<file path="src/rtl/multi_blinker_pkg.sv">
// Shared encodings for the multi-channel blinker: channel modes, config
// register selects and the per-channel configuration record.
package multi_blinker_pkg;

  typedef enum logic [1:0] {
    MODE_OFF     = 2'd0,
    MODE_ON      = 2'd1,
    MODE_BLINK   = 2'd2,
    MODE_ONESHOT = 2'd3
  } mode_t;

  typedef enum logic [1:0] {
    SEL_MODE  = 2'd0,
    SEL_HALF  = 2'd1,
    SEL_PHASE = 2'd2,
    SEL_RSVD  = 2'd3
  } sel_t;

  localparam int DEF_CNT_W = 16;

  typedef struct packed {
    mode_t                mode;
    logic [DEF_CNT_W-1:0] halfPeriod;
    logic [DEF_CNT_W-1:0] phase;
  } ch_cfg_t;

  // Modes that own a running counter and are (re)loaded by arm/restart.
  function automatic logic isCountingMode(mode_t m);
    return (m == MODE_BLINK) || (m == MODE_ONESHOT);
  endfunction

endpackage

</file>
<file path="src/rtl/multi_blinker_channel.sv">
// One blink engine: config registers, phase counter, level and registered
// out/done. Config writes land before restart; arm/restart beat the tick.
module blink_channel
  import multi_blinker_pkg::*;
#(
  parameter int CNT_W = DEF_CNT_W
) (
  input  logic             clk,
  input  logic             rst_n,
  input  logic             i_tick,
  input  logic             i_restart,
  input  logic             i_we,
  input  logic [1:0]       i_sel,
  input  logic [CNT_W-1:0] i_data,
  output logic             o_out,
  output logic             o_done
);

  mode_t            r_mode;
  logic [CNT_W-1:0] r_half;
  logic [CNT_W-1:0] r_phase;
  logic [CNT_W-1:0] r_chCnt;
  logic             r_level;
  logic             r_doneEvt;

  mode_t            w_modeNext;
  logic [CNT_W-1:0] w_halfNext;
  logic [CNT_W-1:0] w_phaseNext;
  logic [CNT_W-1:0] w_hp;
  logic [CNT_W-1:0] w_load;
  logic             w_arm;
  logic             w_wrap;

  always_comb begin
    w_modeNext  = r_mode;
    w_halfNext  = r_half;
    w_phaseNext = r_phase;
    w_arm       = 1'b0;
    if (i_we) begin
      case (i_sel)
        SEL_MODE: begin
          w_modeNext = mode_t'(i_data[1:0]);
          w_arm      = isCountingMode(mode_t'(i_data[1:0]));
        end
        SEL_HALF:  w_halfNext  = i_data;
        SEL_PHASE: w_phaseNext = i_data;
        default: ;
      endcase
    end
    // A zero half-period behaves as one tick; phase beyond it loads as zero.
    w_hp   = (w_halfNext == '0) ? CNT_W'(1) : w_halfNext;
    w_load = (w_phaseNext < w_hp) ? w_phaseNext : '0;
    w_wrap = (r_chCnt >= (w_hp - 1'b1));
  end

  always_ff @(posedge clk or negedge rst_n) begin
    if (!rst_n) begin
      r_mode    <= MODE_OFF;
      r_half    <= '0;
      r_phase   <= '0;
      r_chCnt   <= '0;
      r_level   <= 1'b0;
      r_doneEvt <= 1'b0;
      o_out     <= 1'b0;
      o_done    <= 1'b0;
    end else begin
      r_mode    <= w_modeNext;
      r_half    <= w_halfNext;
      r_phase   <= w_phaseNext;
      r_doneEvt <= 1'b0;
      o_out     <= (r_mode == MODE_ON) || (r_mode == MODE_ONESHOT) ||
                   ((r_mode == MODE_BLINK) && r_level);
      o_done    <= r_doneEvt;
      if (w_arm || (i_restart && isCountingMode(w_modeNext))) begin
        r_chCnt <= w_load;
        r_level <= 1'b0;
      end else if (i_tick && isCountingMode(w_modeNext)) begin
        if (w_wrap) begin
          r_chCnt <= '0;
          if (w_modeNext == MODE_BLINK) begin
            r_level <= ~r_level;
          end else begin
            r_mode    <= MODE_OFF;
            r_doneEvt <= 1'b1;
          end
        end else begin
          r_chCnt <= r_chCnt + 1'b1;
        end
      end
    end
  end

endmodule

</file>
<file path="src/rtl/multi_blinker.sv">
// Multi-channel blinker top: shared tick prescaler, config write decode and
// one blink_channel engine per channel.
module multi_blinker
  import multi_blinker_pkg::*;
#(
  parameter int CHANNELS   = 4,
  parameter int CNT_W      = DEF_CNT_W,
  parameter int PRESCALE_W = 8
) (
  input  logic                                          clk,
  input  logic                                          rst_n,
  input  logic [PRESCALE_W-1:0]                         prescale,
  input  logic                                          cfg_we,
  input  logic [((CHANNELS > 1) ? $clog2(CHANNELS) : 1)-1:0] cfg_chan,
  input  logic [1:0]                                    cfg_sel,
  input  logic [CNT_W-1:0]                              cfg_data,
  input  logic                                          sync_restart,
  output logic                                          tick,
  output logic [CHANNELS-1:0]                           blink_out,
  output logic [CHANNELS-1:0]                           done
);

  localparam int CHAN_W = (CHANNELS > 1) ? $clog2(CHANNELS) : 1;

  logic [PRESCALE_W-1:0] r_preCnt;
  logic [CHANNELS-1:0]   w_chanWe;

  // Using >= lets a shrinking prescale wrap immediately instead of overrunning.
  always_ff @(posedge clk or negedge rst_n) begin
    if (!rst_n) begin
      r_preCnt <= '0;
      tick     <= 1'b0;
    end else if (r_preCnt >= prescale) begin
      r_preCnt <= '0;
      tick     <= 1'b1;
    end else begin
      r_preCnt <= r_preCnt + 1'b1;
      tick     <= 1'b0;
    end
  end

  for (genvar g = 0; g < CHANNELS; g++) begin : g_chan
    assign w_chanWe[g] = cfg_we && (cfg_chan == CHAN_W'(g));

    blink_channel #(
      .CNT_W(CNT_W)
    ) u_chan (
      .clk      (clk),
      .rst_n    (rst_n),
      .i_tick   (tick),
      .i_restart(sync_restart),
      .i_we     (w_chanWe[g]),
      .i_sel    (cfg_sel),
      .i_data   (cfg_data),
      .o_out    (blink_out[g]),
      .o_done   (done[g])
    );
  end

endmodule

</file>
<file path="config.mk">
export PLATFORM = sky130hd
export DESIGN_NAME = multi_blinker
export DESIGN_NICKNAME = d
export VERILOG_FILES = /design/src/rtl/multi_blinker_pkg.sv /design/src/rtl/multi_blinker_channel.sv /design/src/rtl/multi_blinker.sv
export SDC_FILE = /design/constraint.sdc
export NUM_CORES = 1
export LEC_CHECK = 0
export CAP_MARGIN = 10
export CORE_MARGIN = 3
export CORE_UTILIZATION = 45
export DETAILED_ROUTE_END_ITERATION = 7
export DONT_BUFFER_PORTS = 1
export PLACE_DENSITY = 0.57
export SYNTH_ARGS = -nofsm -noshare
export SYNTH_HDL_FRONTEND = slang
export SYNTH_SLANG_ARGS = --single-unit
</file>
<file path="constraint.sdc">
create_clock -name clk -period 5.7 [get_ports clk]
set_input_delay 1.425 -clock clk [delete_from_list [all_inputs] [get_ports clk]]
set_output_delay 1.425 -clock clk [all_outputs]
set_load 0.05 [all_outputs]
</file>
==> results of run 1 <==
path summary, 6_finish.rpt:
path | from | endpoint | slack, ps | cells after the start
max | cfg_data[12] | g_chan[3].u_chan.r_chCnt[3] | 530 | 17
min | g_chan[2].u_chan.r_doneEvt | g_chan[2].u_chan.o_done | 350 | 0
max reg2reg | g_chan[3].u_chan.r_half[6] | g_chan[3].u_chan.r_chCnt[3] | 1350 | 17
min reg2reg | g_chan[2].u_chan.r_doneEvt | g_chan[2].u_chan.o_done | 350 | 0
max in group asynchronous | rst_n | g_chan[3].u_chan.r_phase[2] | 4780 | 0
min in group asynchronous | rst_n | g_chan[0].u_chan.r_phase[13] | 570 | 0
power by group:
group / internal [mW] / switching (mW)
combinational: 1.21 / 1.56
sequential: 2.07 / 0.538
clock: 0.957 / 0.691
total: 4.24 / 2.78
Yosys cell counts (all sizes together), types with 11 or more instances:
library cell	count	area [µm²]
nand4	19	119
xnor2	45	394
mux2	48	541
buf	23	144
and3	30	188
nor2	100	385
clkbuf	47	178
dfrtp	225	5630
nand3	81	405
nand2b	13	81.3
mux2i	85	851
a21oi	78	390
inv	117	439
a21o	21	158
nor3	52	272
o2111ai	11	96.3
xor2	12	105
or3	28	180
o21ai	86	434
nor4	20	161
nand2	147	552
o211ai	26	195
o41ai	14	123
ha	141	1760
metal layers:
layer | vias to the layer above | part of all wire, % | track usage, %
li1 | 5905 | - | -
met1 | 6035 | 47 | 35.3
met2 | 290 | 45 | 39.2
met3 | 79 | 4.8 | 2.87
met4 | 0 | 2.8 | 6.64
met5 | - | 0 | 0
area by class of cell:
cell class	instances	area share (%)
clock buffer	41	4.83
clock inverter	7	0.235
inverter	117	2.66
multi-input combinational	1203	51.9
sequential	225	34.1
tap	442	3.35
timing repair buffer	64	2.95
state kept, by name (all words and copies together), names as in the netlist:
signal,count
g_chan.u_chan.o_done,4
g_chan.u_chan.o_out,4
g_chan.u_chan.r_chCnt,64
g_chan.u_chan.r_doneEvt,4
g_chan.u_chan.r_half,64
g_chan.u_chan.r_level,4
g_chan.u_chan.r_mode,8
g_chan.u_chan.r_phase,64
r_preCnt,8
tick,1
worst max-delay path: stages:
cell	delay (ps)
or4_4	530
or3_4	400
nor3_4	290
o32ai_1	160
ha_1	230
o21ai_0	120
nand2b_1	170
a21oi_1	60
xnor2_1	130
ha_1	290
and3_1	160
a221o_1	340
a221o_1	480
buf_4	210
o41ai_1	390
nand2_1	100
o311ai_0	100
per-stage QoR:
stage	setup WS, ps	utilization [%]	hold WS [ps]	area (µm²)	total power [mW]
final	529	50.6	350	16500	7.03
after CTS	606	50.6	354	16500	7.05
after detailed placement	66.6	48.0	341	15700	5.37
after global routing	295	50.6	362	16500	7.62
after floorplan	15.2	-	331	15000	4.53
after global placement	209	48.0	334	15700	5.27
cell families after synthesis:
kind of cell	after synthesis
buffers and inverters	187
adders and majority gates	141
muxes	133
and+or+nand+nor	545
AOI/OAI and AO/OA	327
xor gates and xnor gates	57
DFF	225
==> metrics.txt, run 1 <==
# rows 66; Seq/Total Area, Yosys 37.7%; most frequent cells in the layout 225 x dfrtp_1, 147 x nand2_1, 141 x ha_1; synthesis-stage register bit count 225; share of cells above drive strength 1 10.6%; Syn Nets 1788; EDFF count, synth 0; clk_skew 10.6 ps; final hold vios 0; Clk Latency, worst-skew pair 550 ps; unrepaired setup endpoints after global routing false; vias 12300; post-CTS sizing 0; P&R area growth vs syn 10.5%; CTS buffer count 27; Worst setup EP type flop; pwr dens 426 nW/µm²; Post-Synth Simple-Gate Area 18.4%; WP data arrival 5600 ps; Synth Area in Adders 11.8%; Worst-Margin Slew 964 ps; IO Pins 41; Tmin final 5170 ps; initial antenna violation count 0; FFs w/ async S/R, synth 100%; Mapped Area 14900 µm²; CTS tree yes; Core ar. 32600 µm²; top_reg_cell synth dfrtp_1; fin crit share 90.7%; antenna viol nets, final 0; CTS Root Cell clkbuf_16; Leakage 7.89 nW; number of global-route vias before repair 12100; mean post-synth cell area 9.26 µm²; post-synthesis mux area share 9.31%; largest net degree at the start of global routing 226; Final GP Congestion 0.868; Final TNS setup 0 ps; Max-Cap Viols 0; dpl cells 2050; WL final 43600 µm; total congestion overflow 0; nets@finish 1811; first-pass GRT wire length 69000 µm; Post-CTS Setup Inserts 0; H-tree depth 1; Crit Path Class in -> reg; post-synth cell types 74; Chip Width 188 µm; Clock transition at path regs 60 ps; commonest non-fill, non-tap cell in the layout dfrtp_1; Avg WL per Cell 20.8 µm; Final Non-Filler Cells 2099; Max IR drop VDD 0.000223 V; Initial DRC Count 907; DRT Pass-1 Iters 5; xor and xnor area share after synthesis 3.34%; port bufs 0; hold buffers post-CTS 0; Max Fclk 193 MHz; Sink Count 225; Filler cells 3058; Synth Area in Compound Gates 14.4%; GRT Util Overall 24.5%; Max FO, Critical Path 15; max-slew violations 0; vias per cell 5.86; critical path launch point type input pin; clk buf depth 3; combinational family with the most area after synthesis simple AND/OR/NAND/NOR gates; Syn Inst Count 1615; Setup violations, final 0; WP data required 6130 ps; Rel. slew slack 35.6%; DRC 0; status finished, final reports clean; min-delay worst type reg -> reg; die area 35400 µm²; Ant. Diodes 0; Initial Utilization 45.8%; synth warn 0; Die H 188 µm; Reg area 5630 µm²; Post-DP HPWL 31500 µm; Multi-input gate area 8570 µm²
(Power assumes the default switching activity.)
==> run 2, diff against run 1 <==
--- a/config.mk
+++ b/config.mk
@@ -8,8 +8,10 @@
 export CAP_MARGIN = 10
 export CORE_MARGIN = 3
 export CORE_UTILIZATION = 45
+export CTS_CLUSTER_SIZE = 24
 export DETAILED_ROUTE_END_ITERATION = 7
 export DONT_BUFFER_PORTS = 1
+export MAX_ROUTING_LAYER = met4
 export PLACE_DENSITY = 0.57
 export SYNTH_ARGS = -nofsm -noshare
 export SYNTH_HDL_FRONTEND = slang
==> run 2 against run 1 <==
Against the previous run:
- setup slack better by 42 ps
- highest routed layer unchanged
- critical path type unchanged
- cell count unchanged
- via count down 0.14%
- global-route usage up 0.72 points
- clock skew up 1.7 ps
==> metrics.txt, run 2 (synthesis results as in run 1) <==
max-slew violations 0; Levels on crit path 17; clk buf depth 3; number of global-route vias before repair 12100; # rows 66; Core ar. 32600 µm²; clk_skew 12.3 ps; Flop pwr share 37.1%; slowest stage delay, CP 530 ps; internal power 4.24 mW; CTS buffer count 27; CP startpoint cfg_data[12]; Max Fclk 195 MHz; Net Sw Frac 39.6%; Post-CTS Setup Inserts 0; Initial Utilization 45.8%; Die H 188 µm; total congestion overflow 0; final hold vios 0; pwr dens 425 nW/µm²; initial antenna violation count 0; Sw Pwr 2.78 mW; unrepaired setup endpoints after global routing false; RR Startpoint g_chan[3].u_chan.r_half[6]; min-delay worst type reg -> reg; Detail Route met2 WL 19600 µm; Post-DP HPWL 31500 µm; Crit Path Class in -> reg; Top Layer Used met4; first-pass GRT wire length 69000 µm; Setup crit end g_chan[3].u_chan.r_chCnt[3]; H-tree depth 1; Max IR drop VDD 0.000224 V; GRT Util Overall 25.2%; met1 WL 20700 µm; Setup violations, final 0; FF-to-FF path depth 17; vias 12300; Rel. slew slack 35.8%; Ant. Diodes 0; WL final 43600 µm; Chip Width 188 µm; Sink Count 225; R2R Path End g_chan[3].u_chan.r_chCnt[3]; vias per cell 5.86; Final TNS setup 0 ps; DRT Pass-1 Iters 5; worst hold slack 350 ps; port bufs 0; Buffers & Inverters on Critical Path 1; Clock transition at path regs 60 ps; commonest non-fill, non-tap cell in the layout dfrtp_1; post-CTS sizing 0; Clk Latency, worst-skew pair 550 ps; Hold Crit Start g_chan[2].u_chan.r_doneEvt; Leakage 7.89 nW; Hold Crit Depth 0; r2r setup slk 1350 ps; WP data arrival 5560 ps; P&R area growth vs syn 10.5%; WP data required 6130 ps; Avg WL per Cell 20.8 µm; antenna viol nets, final 0; IO Pins 41; die area 35400 µm²; CTS Root Cell clkbuf_16; nets@finish 1811; critical path launch point type input pin; Worst setup EP type flop; CTS tree yes; Tmin final 5130 ps; most frequent cells in the layout 225 x dfrtp_1, 147 x nand2_1, 141 x ha_1; hold buffers post-CTS 0; largest net degree at the start of global routing 226; share of cells above drive strength 1 10.6%; DRC 0; fin crit share 90.0%; Max FO, Critical Path 15; Regs by FF count g_chan.u_chan.r_chCnt x64, g_chan.u_chan.r_half x64, g_chan.u_chan.r_phase x64; Worst-Margin Slew 961 ps; Comb power frac 39.4%; WL met3 2060 µm; Initial DRC Count 891; CP top delay family simple AND/OR/NAND/NOR gates; Max-Cap Viols 0; clock share of power 23.4%; crit path cell chain or4_4 -> or3_4 -> nor3_4 -> o32ai_1 -> ha_1 -> o21ai_0 -> nand2b_1 -> a21oi_1 -> xnor2_1 -> ha_1 -> and3_1 -> a221o_1 -> a221o_1 -> buf_4 -> o41ai_1 -> nand2_1 -> o311ai_0; status finished, final reports clean; Final GP Congestion 0.882; Crit-path slowest cell or4_4
[run 2: cell counts in the layout (fill, tap and decap cells not counted)]
No cell type changed its count.
[run 2: metrics by stage]
step / util (%) / setup WS, ps / area (µm²) / power [mW] / std cells
2_1_floorplan: - / 15.2 / 15000 / 4.53 / 1615
3_3_place_gp: 48.0 / 209 / 15700 / 5.27 / 2050
5_1_grt: 50.6 / 265 / 16500 / 7.61 / 2099
3_5_place_dp: 48.0 / 66.6 / 15700 / 5.37 / 2050
4_1_cts: 50.6 / 606 / 16500 / 7.05 / 2098
6_report: 50.6 / 571 / 16500 / 7.02 / 2099
[run 2: metal layers]
| metal | up-vias | GRT usage [%] |
|---|---|---|
| li1 | 5912 | - |
| met1 | 5983 | 35.3 |
| met2 | 315 | 39.2 |
| met3 | 82 | 2.85 |
| met4 | 0 | 6.64 |
| met5 | - | - |
[run 2: layout make-up]
cell class	instances	area, µm²
inverter	117	439
multi-input combinational	1203	8570
clock inverter	7	38.8
fill	3058	16100
clock buffer	41	798
sequential	225	5630
timing repair buffer	64	487
tap	442	553
[run 2: worst min path at each step]
stage,end,slack (ps)
finish,g_chan[2].u_chan.o_done,350
global route,g_chan[2].u_chan.o_done,360
CTS,g_chan[2].u_chan.o_done,350
detailed placement,g_chan[2].u_chan.o_done,340
global placement,g_chan[2].u_chan.o_done,330
floorplan,g_chan[0].u_chan.o_done,330
[run 2: power by group through the flow]
stage / Clock, mW / Sequential, mW / Combinational [mW]
after global placement: 0 / 2.61 / 2.67
after floorplan: 0 / 2.42 / 2.11
after CTS: 1.69 / 2.60 / 2.77
after global routing: 1.75 / 2.68 / 3.18
final: 1.65 / 2.61 / 2.77
after detailed placement: 0 / 2.62 / 2.75
==> variant: new RTL, settings of run 1 <==
Make the reset (`rst_n`) synchronous in 2 clocked blocks.
--- a/src/rtl/multi_blinker_channel.sv
+++ b/src/rtl/multi_blinker_channel.sv
@@ -55,3 +55,3 @@
 
-  always_ff @(posedge clk or negedge rst_n) begin
+  always_ff @(posedge clk) begin
     if (!rst_n) begin
--- a/src/rtl/multi_blinker.sv
+++ b/src/rtl/multi_blinker.sv
@@ -28,3 +28,3 @@
   // Using >= lets a shrinking prescale wrap immediately instead of overrunning.
-  always_ff @(posedge clk or negedge rst_n) begin
+  always_ff @(posedge clk) begin
     if (!rst_n) begin
Formal check against the unedited RTL: differs if rst_n is asserted again (counterexample within 4 cycles, from zero or initial values and one cycle with rst_n low); with rst_n held inactive, the same outputs for 4 cycles.
==> variant against run 1 <==
Worst setup slack better by 0.12 ns; critical path depth is 2 lower; register-to-register slack got worse by 0.05 ns; synthesized area is 3.8% lower; core utilization grew 0.30 points; cell area down 4.2%; wire length is 1.4% lower; via count grew 0.81%; clock skew up 0.0048 ns; sequential cell count is the same; maximum frequency is 2.4% higher; non-clock buffer count decreased by 11.
Power is not compared: it rests on default switching activity, and its combinational part moved more than twofold at a synthesized area within 25%.
==> variant: results (changes against run 1) <==
* Hold depth at 1 (+1)
* Global-route wire length before repair at 67.0 mm (-2.8%)
* Hold Crit Start: g_chan[2].u_chan.r_doneEvt
* Number of global-route vias before repair at 11784 (-2.8%)
* Initial DRC Count at 797 (-12%)
* Via density at 5.93 (+1.1%)
* Routability Congestion at 0.908 (+4.7%)
* R2r worst-path depth at 18 (+1)
* WL final at 42.9 mm (-1.4%)
* R2R Path Start: g_chan[0].u_chan.r_half[8]
* FF-to-FF setup slack at 1.30 ns (-0.05 ns)
* Final cell count without fillers at 2093 (-0.29%)
* Crit path arrival time at 5.50 ns (-0.10 ns)
* Status: finished, final reports clean
* Mapped Avg Cell Area at 8.55 µm² (-7.7%)
* DP Wirelength at 30.7 mm (-2.5%)
* Worst Hold Slack at 0.431 ns (+0.0813 ns)
* Slew headroom at 0.391 (+0.0347)
* Async SR Flop Fraction at 0 (-1.00)
* Largest cells by area after synthesis: dfxtp_1 31%, ha_1 12%, mux2i_1 6.3%
* Top_reg_cell synth: dfxtp_1
* CTS Buf Count at 28 (+3.7%)
* Largest net degree at the start of global routing at 83 (-63%)
* Most instantiated cells after synthesis: 225 x dfxtp_1, 187 x nor2_1, 141 x ha_1
* Placed Cells at 2045 (-0.24%)
* GRT Util Overall at 0.247 (+0.00177)
* Final Skew at 0.0155 ns (+0.00484 ns)
* Syn nets at 1856 (+3.8%)
* Post-synthesis sequential area ratio at 0.313 (-0.0635)
* Endpoint, Worst Hold: g_chan[2].u_chan.o_done
* Netlist cell types at 83 (+12%)
==> variant: cell types whose count changed after synthesis, moves of 40 or more <==
cell | run 1 | this run
and2_1 | 8 | 49
nor2_1 | 98 | 187
xor2_1 | 12 | 52
dfrtp_1 | 225 | 0
dfxtp_1 | 0 | 225
inv_1 | 117 | 65
==> variant: final cells by class <==
class,count,area (µm²)
fillers,3031,15200
flip-flops and latches,225,4500
inverters,66,250
clock buffers,43,828
well taps,396,495
clock inverters,5,100
multi-input cells,1305,9240
repair buffers,53,398
==> variant: routing by layer <==
layer / up-vias / wire length, µm / GRT usage
met5: - / 0 / 0
met4: 0 / 1110 / 0.0642
met3: 68 / 2440 / 0.0308
met2: 343 / 18500 / 0.382
met1: 5910 / 20900 / 0.363
li1: 6088 / - / -
==> variant: report_power, final <==
part           leakage [nW]  internal (mW)  total (mW)  switching (mW)
Combinational          4.67          0.236       0.583           0.347
Clock                 0.454           1.12        1.82           0.697
Sequential             1.82           1.59        1.61          0.0179
Total                  6.94           2.95        4.01            1.06
==> variant: critical path: stages <==
cell	delay, ns
and3b_1	0.26
buf_4	0.20
nand2_4	0.14
mux2i_1	0.36
ha_1	0.24
a21boi_1	0.40
nand3_1	0.16
nor3b_1	0.25
xor2_1	0.12
ha_1	0.32
nand4_1	0.10
a2111oi_0	0.56
a211o_1	0.56
o221ai_1	0.22
o211a_1	0.16
==> variant: worst max-delay path by stage <==
| stage | startpoint | to | slack, ns | cells past startpoint |
|---|---|---|---|---|
| global placement | cfg_sel[0] | g_chan[1].u_chan.r_chCnt[6] | 0.23 | 17 |
| finish | cfg_sel[1] | g_chan[1].u_chan.r_chCnt[15] | 0.65 | 15 |
| global route | cfg_sel[1] | g_chan[1].u_chan.r_chCnt[10] | 0.22 | 15 |
| floorplan | cfg_sel[1] | g_chan[2].u_chan.r_chCnt[15] | 0.27 | 18 |
| CTS | cfg_sel[0] | g_chan[1].u_chan.r_chCnt[5] | 0.71 | 16 |
| detailed placement | cfg_sel[0] | g_chan[1].u_chan.r_chCnt[5] | 0.15 | 16 |
==> variant: cells by family after synthesis <==
group / after synthesis / synth area share
DFF: 225 / 0.313
xor gates and xnor gates: 85 / 0.0518
buffers and inverters: 153 / 0.0451
AOI/OAI and AO/OA: 357 / 0.166
adders and majority gates: 141 / 0.123
and+or+nand+nor: 587 / 0.203
muxes: 135 / 0.0983
==> variant: per-stage QoR <==
| step | total power, mW | setup slack, ns | utilization | cell area, µm² |
|---|---|---|---|---|
| after floorplan | 2.08 | 0.271 | - | 14400 |
| after global placement | 2.21 | 0.229 | 0.479 | 14900 |
| after detailed placement | 2.22 | 0.147 | 0.479 | 14900 |
| after CTS | 4.05 | 0.710 | 0.509 | 15800 |
| after global routing | 4.18 | 0.225 | 0.509 | 15800 |
| final | 4.01 | 0.648 | 0.509 | 15800 |
